[config.mk]
export PLATFORM = sky130hd
export DESIGN_NAME = sd_write_sectors
export DESIGN_NICKNAME = d
export VERILOG_FILES = /design/src/rtl/sd_pkg.sv /design/src/rtl/sd_write_sectors_word_to_hw.sv /design/src/rtl/sd_write_sectors.sv
export SDC_FILE = /design/constraint.sdc
export NUM_CORES = 1
export LEC_CHECK = 0
export ABC_AREA = 1
export BUFFER_PORTS_ARGS = -buffer_cell sky130_fd_sc_hd__buf_2
export CORE_ASPECT_RATIO = 1.2
export CORE_UTILIZATION = 55
export CTS_BUF_LIST = sky130_fd_sc_hd__clkbuf_16
export CTS_CLUSTER_DIAMETER = 60
export CTS_CLUSTER_SIZE = 14
export DETAILED_ROUTE_END_ITERATION = 16
export PLACE_DENSITY = 0.81
export SLEW_MARGIN = 20
export SYNTH_ARGS = -nofsm -noshare
export SYNTH_HDL_FRONTEND = slang
export SYNTH_SLANG_ARGS = --single-unit
[constraint.sdc]
create_clock -name clk -period 3.25 [get_ports clk]
set_input_delay 0.4875 -clock clk [delete_from_list [all_inputs] [get_ports clk]]
set_output_delay 0.4875 -clock clk [all_outputs]
set_load 0.05 [all_outputs]
[src/rtl/sd_pkg.sv]
// Shared definitions for the SD sector write path.
// FSM encodings and sector geometry.
package sd_pkg;

  localparam int SEC_HW    = 256;
  localparam int DW_DEF    = 32;
  localparam int SEC_WORDS = SEC_HW * 16 / DW_DEF;

  typedef logic [2:0] state_t;

  localparam logic [2:0] S_IDLE      = 3'd0;
  localparam logic [2:0] S_WAIT_DATA = 3'd1;
  localparam logic [2:0] S_START     = 3'd2;
  localparam logic [2:0] S_WAIT_BUSY = 3'd3;
  localparam logic [2:0] S_XFER      = 3'd4;
  localparam logic [2:0] S_DONE      = 3'd5;

endpackage

[src/rtl/sd_write_sectors_word_to_hw.sv]
// 32->16 halfword splitter feeding the SD write port.
// High half goes out first; the word is popped on the low half.
module sd_word_to_hw
  import sd_pkg::*;
#(
  parameter int DW = 32
) (
  input  logic          clk,
  input  logic          rst_n,
  input  logic          clr,
  input  logic          en,
  input  logic          wr_req,
  input  logic          room,
  input  logic [DW-1:0] fifo_rd_data,
  input  logic          fifo_empty,
  output logic [15:0]   wr_data,
  output logic          fifo_rd_en,
  output logic          underrun
);

  logic hw_sel;
  logic take;

  assign take       = en & wr_req & room;
  assign fifo_rd_en = take & hw_sel & ~fifo_empty;
  assign underrun   = take & hw_sel & fifo_empty;

  // Halfword select and registered output data
  always_ff @(posedge clk or negedge rst_n) begin
    if (!rst_n) begin
      hw_sel  <= 1'b0;
      wr_data <= 16'd0;
    end else if (clr) begin
      hw_sel  <= 1'b0;
    end else if (take) begin
      hw_sel  <= ~hw_sel;
      wr_data <= hw_sel ? fifo_rd_data[15:0]
                        : fifo_rd_data[31:16];
    end
  end

endmodule

[src/rtl/sd_write_sectors.sv]
// DMA-driven multi-sector SD writer (clk_50m domain).
// Waits for a full sector in the FIFO, then streams it.
module sd_write_sectors
  import sd_pkg::*;
#(
  parameter int DW     = 32,
  parameter int SEC_HW = 256,
  parameter int LVL_W  = 10
) (
  input  logic             clk,
  input  logic             rst_n,
  input  logic [31:0]      dma_sec_addr,
  input  logic [31:0]      dma_sec_counts,
  input  logic             dma_sd_write,
  input  logic [DW-1:0]    fifo_rd_data,
  input  logic             fifo_empty,
  input  logic [LVL_W-1:0] fifo_level,
  output logic             fifo_rd_en,
  input  logic             wr_busy,
  input  logic             wr_req,
  output logic             wr_start_en,
  output logic [31:0]      wr_sec_addr,
  output logic [15:0]      wr_data,
  output logic             Write_finish,
  output logic             wr_err
);

  localparam int WORDS = SEC_HW * 16 / DW;
  localparam int CW    = $clog2(SEC_HW + 1);

  state_t        state;
  state_t        state_nxt;
  logic          start_q;
  logic          busy_q;
  logic [31:0]   cur_addr;
  logic [31:0]   remain;
  logic [CW-1:0] hw_cnt;
  logic [CW-1:0] cnt_nxt;
  logic          start_rise;
  logic          busy_fall;
  logic          in_xfer;
  logic          room;
  logic          req_ok;
  logic          over;
  logic          lvl_ok;
  logic          underrun;
  logic          short_sec;

  assign start_rise = dma_sd_write & ~start_q &
                      (state == S_IDLE ||
                       state == S_DONE);
  assign busy_fall  = busy_q & ~wr_busy;
  assign in_xfer    = (state == S_XFER);
  assign room       = (hw_cnt != CW'(SEC_HW));
  assign req_ok     = in_xfer & wr_req & room;
  assign over       = in_xfer & wr_req & ~room;
  assign cnt_nxt    = hw_cnt + CW'(req_ok);
  assign lvl_ok     = (fifo_level >= LVL_W'(WORDS));
  assign short_sec  = in_xfer & busy_fall &
                      (cnt_nxt != CW'(SEC_HW));

  // Sector sequencing
  always_comb begin
    state_nxt = state;
    unique case (state)
      S_IDLE, S_DONE:
        if (start_rise)
          state_nxt = (dma_sec_counts == 32'd0)
                    ? S_DONE : S_WAIT_DATA;
      S_WAIT_DATA:
        if (lvl_ok) state_nxt = S_START;
      S_START:
        state_nxt = S_WAIT_BUSY;
      S_WAIT_BUSY:
        if (wr_busy) state_nxt = S_XFER;
      S_XFER:
        if (busy_fall)
          state_nxt = (remain == 32'd1)
                    ? S_DONE : S_WAIT_DATA;
      default:
        state_nxt = S_IDLE;
    endcase
  end

  // State, job bookkeeping and registered outputs
  always_ff @(posedge clk or negedge rst_n) begin
    if (!rst_n) begin
      state        <= S_IDLE;
      start_q      <= 1'b0;
      busy_q       <= 1'b0;
      cur_addr     <= 32'd0;
      remain       <= 32'd0;
      hw_cnt       <= '0;
      wr_start_en  <= 1'b0;
      wr_sec_addr  <= 32'd0;
      Write_finish <= 1'b0;
      wr_err       <= 1'b0;
    end else begin
      state       <= state_nxt;
      start_q     <= dma_sd_write;
      busy_q      <= wr_busy;
      wr_start_en <= (state_nxt == S_START);
      if (start_rise) begin
        cur_addr <= dma_sec_addr;
        remain   <= dma_sec_counts;
      end else if (in_xfer && busy_fall) begin
        cur_addr <= cur_addr + 32'd1;
        remain   <= remain - 32'd1;
      end
      if (state == S_WAIT_DATA && lvl_ok)
        wr_sec_addr <= cur_addr;
      if (state == S_START)
        hw_cnt <= '0;
      else
        hw_cnt <= cnt_nxt;
      if (start_rise)
        Write_finish <= 1'b0;
      else if (state_nxt == S_DONE)
        Write_finish <= 1'b1;
      if (start_rise)
        wr_err <= 1'b0;
      else if (over || underrun || short_sec)
        wr_err <= 1'b1;
    end
  end

  sd_word_to_hw #(.DW(DW)) u_split (
    .clk          (clk),
    .rst_n        (rst_n),
    .clr          (state == S_START),
    .en           (in_xfer),
    .wr_req       (wr_req),
    .room         (room),
    .fifo_rd_data (fifo_rd_data),
    .fifo_empty   (fifo_empty),
    .wr_data      (wr_data),
    .fifo_rd_en   (fifo_rd_en),
    .underrun     (underrun)
  );

endmodule

======== Yosys cells after proc, flatten, opt, wreduce, memory -nomap -nowiden ========
Cells that the tools add are included.
W data, S select, Z words.
word-level totals
  output and inout port bits .............. 52
  bits in registers ....................... 130
operators by class
  $lt $le $gt $ge ......................... 1
  muxes and demuxes ....................... 19
  eq/ne operators ......................... 10
  add/subtract/negate cells ............... 3
  reduce and logical (&&, ||, !) cells .... 13
  bitwise gates (word level) .............. 17
operator list
  kind                     count
  $mux W32                 4
  $add A32 B1 Y32 const B  1
  $eq A32 B1 Y1 const B    1
  $logic_not A32 Y1        1
  $sub A32 B1 Y32 const B  1
  $mux W3                  6
  $ne A9 B9 Y1 const B     2
  $mux W16                 1
  $pmux W3 S5              1
  $and A1 B1 Y1            11
  $ge A10 B8 Y1 const B    1
  $add A9 B1 Y9            1
  $eq A3 B2 Y1 const B     3
  $eq A3 B3 Y1 const B     3
  $mux W9                  1
  $reduce_bool A2 Y1       4
  $mux W1                  6
  $not A1 Y1               6
  $eq A3 B1 Y1 const B     1
  $logic_not A3 Y1         1
  $logic_or A1 B1 Y1       3
  $logic_and A1 B1 Y1      2
  $reduce_and A2 Y1        1
  $reduce_or A2 Y1         1

======== Longest topological paths before layout ========
Gate-level depths: netlist (run 1).
  depth in word-level cells ............... 9
  mapped depth ............................ 18

======== By module ========
From an unflattened synthesis (run 1), not the netlist that was laid out.
second synthesis, totals
  cell total of the unflattened synthesis .. 1030
  area, all modules ....................... 7402.1 sq um
modules (own cells, without submodules)
  module            area an instance (sq um)  instances  cells each  seq. area each (sq um)
  sd_write_sectors  6515.0                    1          899         2827.7
  sd_word_to_hw     887.1                     1          131         425.4

======== Least setup slack after synthesis (run 1) ========
No wires, ideal clock.
  kind .................................... register to output
  start point ............................. register state[0]
  end point ............................... output port fifo_rd_en
  stages on the path, launching flop included .. 8
  slack ................................... 758 ps
  data required time ...................... 2762 ps
  arrival ................................. 2004 ps
  path through ............................ dfrtp_1 -> nor2_1 -> nand2_2 -> inv_2 -> nand2_1 -> inv_1 -> nand2_2 -> nor3_1
between the ends
  cells in the longest elaborated chain, start to end .. 5
RTL lines
  element                     line                               text
  start: declaration          sd_write_sectors.sv:31             state_t state;
  start signal: assignment    sd_write_sectors.sv:99             state <= state_nxt;
  $eq A3 B3 Y1                sd_write_sectors.sv:53             assign in_xfer = (state == S_XFER);
  $and A1 B1 Y1 (2 in a row)  sd_write_sectors_word_to_hw.sv:24  assign take = en & wr_req & room;
  $and A1 B1 Y1 (2 in a row)  sd_write_sectors_word_to_hw.sv:25  assign fifo_rd_en = take & hw_sel & ~fifo_empty;
  end: declaration            sd_write_sectors.sv:18             output logic fifo_rd_en,
Every way passes these cells.

======== Worst setup path in the final report (run 1) ========
  start point ............................. register u_split.hw_sel
  end point ............................... output port fifo_rd_en
between the ends
  cells in the longest elaborated chain, start to end .. 2
RTL lines
  element                     line                               text
  start: declaration          sd_write_sectors_word_to_hw.sv:21  logic hw_sel;
  start signal: assignment    sd_write_sectors_word_to_hw.sv:36  hw_sel <= ~hw_sel;
  $and A1 B1 Y1 (2 in a row)  sd_write_sectors_word_to_hw.sv:25
Every way passes these cells.

==> impl_metrics.tcl, run 1 <==
set metrics [dict create \
    run_status "finished clean" \
    postCtsHoldBufs 0 \
    cts_setup_buffers 0 \
    final_cells 1287 \
    synth_edf_count 0 \
    fin_crit_sh_pct 75.2 \
    cts_resized 0 \
    fin_ws_ns 0.805 \
    leakagePower_uw 0.00431 \
    die_area_um2 13600 \
    powerDensity_nw_per_um2 999 \
    place.port_buffers 156 \
    busiest_layer "met2" \
    clk_latency_ns 0.41 \
    use_met3_pct 4.47 \
    cts-root-buf "clkbuf_16" \
    synthTopCellsByArea "dfrtp_1 45%, nand2_1 14%, nor2_1 6.7%" \
    dp_hpwl_um 12800 \
    grt_max_degree 72 \
    wl_um 18200 \
    clock.fmax_mhz 409 \
    firstDrtPassIters 5 \
    synth_top_cell_by_area "dfrtp_1" \
    wl_per_cell_um 14.2 \
    dr.first_iter.drc_count 454 \
    cts_buffer_depth 2 \
    cap_violations 0 \
    ys_ff_latch 130 \
    synth_cell_type_count 39 \
    synthArstFlopShare_pct 100 \
    startpoint_type "flop" \
    holdWs_ns 0.197 \
    finalMaxSlewViolations 0 \
    die_h_um 128 \
    vias 6884 \
    syn_to_final_growth_pct 20.1 \
    grt_pass1_wl_um 30800 \
    antenna_found_initial 0 \
    ios 164 \
    vdd_drop_max_v 0.000532 \
    grt_overflow 0 \
    htree_levels 4 \
    cts-buffers-inserted 17 \
    rsz0062_at_grt "false" \
    core_area_um2 12700 \
    yosysMostFrequentCell "nand2_1" \
    synthCells 961 \
    fin_nets 1228 \
    yosys.area.top_type_share_pct 44.9 \
    crit_type "reg2out" \
    crit_buf_inv 3 \
    cts.sinks 130 \
    place_inst 1256 \
    critPathMaxStageDelay_ns 0.72 \
    ys_seq_area_share_pct 44.9 \
    crit_chain "clkinv_1 > buf_4 > nor3_1 > buf_2" \
    cts.clk_slew.worst_paths_ns 0.06 \
    synth_ff_type "dfrtp_1" \
    synth_common_cells "274 x nand2_1, 130 x dfrtp_1, 130 x nor2_1, 81 x inv_1, 61 x nand3_1" \
    die_w_um 107 \
    routabilityCongestion 0.876 \
    grtUsageTotal_pct 28.7 \
    path_delay_family "flip-flops" \
    synth_area_um2 7240 \
    cp-end-kind "output port" \
    total_power_uw 8690 \
    detail-route-antenna-nets 0 \
    hold_viol 0 \
    drc 0 \
    worst_ep_required_time_ns 2.76 \
    grt_pass1_vias 6722 \
    setup_tns_ns 0 \
    use_met2_pct 48.5 \
    cts_tree "built" \
    hold_path_class "in2async" \
    drive_gt1_share_pct 20.3 \
    via_per_inst 5.35 \
    syn_nets 1078 \
    grt.met1_usage_pct 36.3 \
    worstPathArrival_ns 1.96 \
    diodes 0 \
    setup_viol 0 \
    slew_headroom_pct 37.3 \
    synth.avg_cell_area_um2 7.53 \
    start_util_pct 56.9 \
    yosysWarnings 0 \
    critPathSlowestCell "dfrtp_1" \
    final.min_clock_period_ns 2.44 \
    worstPathMaxFanout 19 \
    worst_pin_slew_ns 0.941 \
    dpl_worst_slack_ns 0.678 \
    core.rowCount 45 \
    fin_skew_ns 0.00604 \
]
-- power by group --
group | internal (µW) | switching [µW] | total [µW]
Combinational | 1110 | 2760 | 3860
Clock | 1180 | 681 | 1860
Sequential | 2340 | 628 | 2960
-- sequential cells by signal (all words and copies together) (netlist names) --
signal           count
hw_cnt               9
u_split.wr_data     16
wr_err               1
state                3
remain              32
cur_addr            32
busy_q               1
Write_finish         1
wr_sec_addr         32
u_split.hw_sel       1
start_q              1
wr_start_en          1
-- area by class of cell --
type / count / area, µm²
Tap cell: 164 / 205
Sequential cell: 130 / 3250
Multi-Input combinational cell: 709 / 3480
Timing Repair Buffer: 162 / 841
Clock inverter: 14 / 149
Clock buffer: 17 / 425
Inverter: 91 / 342
Fill cell: 1085 / 4030
-- routing by layer --
layer  routed length, µm  share of wire (%)
met1                7740                 42
met2                8950                 49
met3                1070                5.9
met5                   0                  0
met4                 465                2.6
-- path summary, 6_finish.rpt --
path / startpoint / endpoint / slack, ns / cells past startpoint
hold reg to reg: wr_sec_addr[7]$_DFFE_PN0P_ / wr_sec_addr[7]$_DFFE_PN0P_ / 0.47 / 2
setup reg to reg: state[0]$_DFF_PN0_ / cur_addr[25]$_DFFE_PN0P_ / 0.83 / 9
setup / recovery: u_split.hw_sel$_DFFE_PN0P_ / fifo_rd_en / 0.81 / 4
min in group clk: dma_sd_write / start_q$_DFF_PN0_ / 0.21 / 1
max in group asynchronous: rst_n / wr_sec_addr[15]$_DFFE_PN0P_ / 2.24 / 2
hold / removal: rst_n / u_split.wr_data[7]$_DFFE_PN0P_ / 0.20 / 1
-- metrics by stage --
step	cell area (µm²)	util (%)
4_1_cts	8700	68.4
5_1_grt	8700	68.4
3_3_place_gp	8120	63.8
6_report	8700	68.4
3_5_place_dp	8120	63.8
2_1_floorplan	7240	-
-- cell families (layout without fill, tap and decap cells) --
logic type               count (synthesis)  in the layout  share of synthesized area, %
buffers and inverters                  122            284                          6.96
adder cells (fa/ha/maj)                  5              5                         0.864
AO/OA/AOI/OAI                          134            134                          10.9
XOR/XNOR                                40             40                          4.84
AND/OR/NAND/NOR                        530            530                          31.5
flip-flops                             130            130                          44.9
-- worst reg2reg max path: stages, from the launching register on --
cell     delay [ns]
dfrtp_1        0.41
nor2_1         0.10
o21ai_2        0.23
nor2_8         0.06
nor2_4         0.62
inv_2          0.51
o21ai_0        0.19
inv_1          0.06
nand2_1        0.06
o21ai_1        0.06
-- cell usage in the layout (no fill, tap or decap), drive strengths merged --
cell,count
a21oi,19
a22o,1
a31oi,17
and2,2
and3,1
buf,162
bufinv,3
clkbuf,17
clkinv,7
clkinvlp,3
dfrtp,130
ha,5
inv,92
nand2,283
nand3,62
nand3b,1
nand4,10
nor2,143
nor3,25
nor4,3
o211ai,19
o21a,1
o21ai,60
o21bai,5
o221ai,5
o22ai,7
xnor2,5
xor2,35
(Power assumes the default switching activity.)
==> inputs of run 2 (changes only) <==
--- a/config.mk
+++ b/config.mk
@@ -5,10 +5,10 @@
 export SDC_FILE = /design/constraint.sdc
 export NUM_CORES = 1
 export LEC_CHECK = 0
-export ABC_AREA = 1
+export ABC_AREA = 0
 export BUFFER_PORTS_ARGS = -buffer_cell sky130_fd_sc_hd__buf_2
 export CORE_ASPECT_RATIO = 1.2
-export CORE_UTILIZATION = 55
+export CORE_UTILIZATION = 54
 export CTS_BUF_LIST = sky130_fd_sc_hd__clkbuf_16
 export CTS_CLUSTER_DIAMETER = 60
 export CTS_CLUSTER_SIZE = 14
==> constraint.sdc (replaced) <==
create_clock -name clk -period 2.5 [get_ports clk]
set_input_delay 0.375 -clock clk [delete_from_list [all_inputs] [get_ports clk]]
set_output_delay 0.375 -clock clk [all_outputs]
set_load 0.05 [all_outputs]
==> run 2 against run 1 <==
  * Worst setup slack worse by 0.77 ns
  * Sequential power is 29% higher
  * Clock skew increased by 0.00099 ns
  * Area after synthesis shrank 8.4%
  * Flip-flop and latch count is the same
  * Clock power rose by 41%
  * Non-clock buffer count up 35
  * Critical path type is now reg2reg
  * Largest cell class is now registers
==> impl_metrics.tcl, run 2 <==
set metrics [dict create \
    run_status "finished clean" \
    swShare_pct 41.9 \
    path_delay_family "simple AND/OR/NAND/NOR gates" \
    synthTopCellsByArea "dfrtp_1 49%, mux2_2 5.6%, nor2_1 3.2%" \
    fin_nets 954 \
    clk_latency_ns 0.42 \
    dp_hpwl_um 12200 \
    cp_common_cell "or4_4" \
    busiest_layer "met2" \
    cp-end-kind "flop" \
    antenna_found_initial 0 \
    finalMaxSlewViolations 0 \
    crit_buf_inv 0 \
    largestRegisters "cur_addr x32, remain x32, wr_sec_addr x32" \
    vias 6132 \
    fin_skew_ns 0.00703 \
    synth_ff_type "dfrtp_1" \
    worst_ep_required_time_ns 2.79 \
    layout_common_cells "154 x buf_2, 130 x dfrtp_1, 56 x nand2_1, 55 x nor2_1, 38 x nand3_1" \
    ys_ff_latch 130 \
    hold_viol 0 \
    holdWs_ns 0.0889 \
    final_common_cell "buf_2" \
    setup_viol 0 \
    yosysWarnings 0 \
    cts.sinks 130 \
    clock.fmax_mhz 405 \
    crit_type "reg2reg" \
    via_per_inst 6.07 \
    ios 164 \
    use_met3_pct 7.52 \
    synth_top_cell_by_area "dfrtp_1" \
    cts.clk_slew.worst_paths_ns 0.05 \
    cap_violations 0 \
    crit_chain "or4_4 > or4_4 > or4_4 > o311ai_0 > nand3_1" \
    die_w_um 103 \
    fin_ws_ns 0.0318 \
    grt_pass1_wl_um 28200 \
    synthCells 665 \
    fin_crit_sh_pct 98.7 \
    grt_pass1_vias 5975 \
    diodes 0 \
    slew_headroom_pct 48.2 \
    grt.met1_usage_pct 33.5 \
    powerDensity_nw_per_um2 1300 \
    leakagePower_uw 0.00377 \
    drc 0 \
    wl_um 17600 \
    clockPowerShare_pct 23.7 \
    use_met2_pct 48.6 \
    worstPathArrival_ns 2.75 \
    htree_levels 4 \
    cts-buffers-inserted 17 \
    hold_path_class "in2reg" \
    seqPwrFrac_pct 34.4 \
    vdd_drop_max_v 0.000816 \
    dr.first_iter.drc_count 294 \
    power_frac_comb_pct 41.9 \
    detail-route-antenna-nets 0 \
    synthArstFlopShare_pct 100 \
    cts_tree "built" \
    grt_max_degree 74 \
    worst_pin_slew_ns 0.777 \
    final.min_clock_period_ns 2.47 \
    drive_gt1_share_pct 32.5 \
    critPathMaxStageDelay_ns 0.56 \
    core_area_um2 12100 \
    grtUsageTotal_pct 29.2 \
    die_area_um2 12700 \
    core.rowCount 44 \
    synth_common_cells "130 x dfrtp_1, 57 x nor2_1, 56 x nand2_1, 39 x clkbuf_1, 38 x nand3_1" \
    cts_buffer_depth 2 \
    startpoint_type "flop" \
    wl_per_cell_um 17.4 \
    internal_power_uw 6430 \
    p_sw_uw 4640 \
    place.port_buffers 156 \
    start_util_pct 55.0 \
    routabilityCongestion 0.866 \
    worstPathMaxFanout 4 \
    synth_area_um2 6640 \
    yosysMostFrequentCell "dfrtp_1" \
    synth.avg_cell_area_um2 9.98 \
    synth_cell_type_count 58 \
    die_h_um 123 \
    syn_to_final_growth_pct 28.0 \
    cts-root-buf "clkbuf_16" \
    synth_edf_count 0 \
    yosys.area.top_type_share_pct 49.0 \
    grt_overflow 0 \
    critPathSlowestCell "or4_4" \
    syn_nets 782 \
    firstDrtPassIters 5 \
    dpl_worst_slack_ns 0.0367 \
    ys_seq_area_share_pct 49.0 \
]
run 2: cell count changes in the layout (fill, tap and decap cells not counted), sizes merged, moves of 28 or more:
cell	delta
o21ai	-28
nand2	-227
mux2	+33
inv	-81
buf	+34
nor2	-86
run 2: power groups by stage:
stage / Combinational, µW / Clock (µW) / Sequential, µW
2_1_floorplan: 2070 / 0 / 4980
3_3_place_gp: 4390 / 0 / 3740
3_5_place_dp: 4540 / 0 / 3800
4_1_cts: 4590 / 2660 / 3790
5_1_grt: 5020 / 2750 / 3950
6_report: 4630 / 2630 / 3810
run 2: final cells by class:
| type | count | area, µm² |
|---|---|---|
| Clock inverter | 14 | 198 |
| Clock buffer | 17 | 425 |
| Fill cell | 878 | 3560 |
| Timing Repair Buffer | 197 | 1140 |
| Sequential cell | 130 | 3250 |
| Inverter | 8 | 30.0 |
| Tap cell | 161 | 201 |
| Multi-Input combinational cell | 483 | 3240 |
run 2: cell families (layout without fill, tap and decap cells):
group                      count (synthesis)  count (layout)  share of synthesized area, %
AOI/OAI and AO/OA                        140             140                          14.8
DFF                                      130             130                          49.0
muxes                                     51              51                          8.32
adders and majority gates                  5               5                         0.943
and+or+nand+nor                          263             263                          20.7
buffers and inverters                     52             236                          3.09
xor gates and xnor gates                  24              24                          3.17
run 2: per-layer routing:
metal	part of all wire, %	routed length, µm	up-vias
met4	4.1	716	0
met2	50	8880	275
li1	-	-	2848
met5	0	0	-
met3	6.4	1130	56
met1	39	6890	2953
run 2: metrics by stage:
stage / total power (µW) / utilization [%] / cells / TNS [ns] / cell area (µm²)
3_5_place_dp: 8340 / 64.4 / 974 / 0 / 7760
6_report: 11100 / 70.5 / 1010 / 0 / 8490
2_1_floorplan: 7050 / - / 665 / 0 / 6640
5_1_grt: 11700 / 70.5 / 1010 / -0.0157 / 8490
4_1_cts: 11000 / 69.8 / 1006 / 0 / 8410
3_3_place_gp: 8140 / 64.4 / 974 / 0 / 7760
run 2: what timing repair did:
item | CTS | global route
pin swaps | 0 | 3
gates resized for setup | 5 | 13
endpoints found under the hold margin | 41 | 0
buffers inserted | 0 | 4
hold buffers | 1 | 0
endpoints found under the setup margin | 1 | 15
run 2: final timing paths:
path                                                  end  depth (start not counted)  slack (ns)                         from
setup / recovery                   remain[13]$_DFFE_PN0P_                          5        0.03        remain[7]$_DFFE_PN0P_
hold / removal                          start_q$_DFF_PN0_                          1        0.09                 dma_sd_write
setup reg to reg                   remain[13]$_DFFE_PN0P_                          5        0.03        remain[7]$_DFFE_PN0P_
hold reg to reg               wr_sec_addr[25]$_DFFE_PN0P_                          1        0.50  wr_sec_addr[25]$_DFFE_PN0P_
max in group asynchronous  u_split.wr_data[7]$_DFFE_PN0P_                          3        1.29                        rst_n
min in group asynchronous          remain[23]$_DFFE_PN0P_                          2        0.50                        rst_n
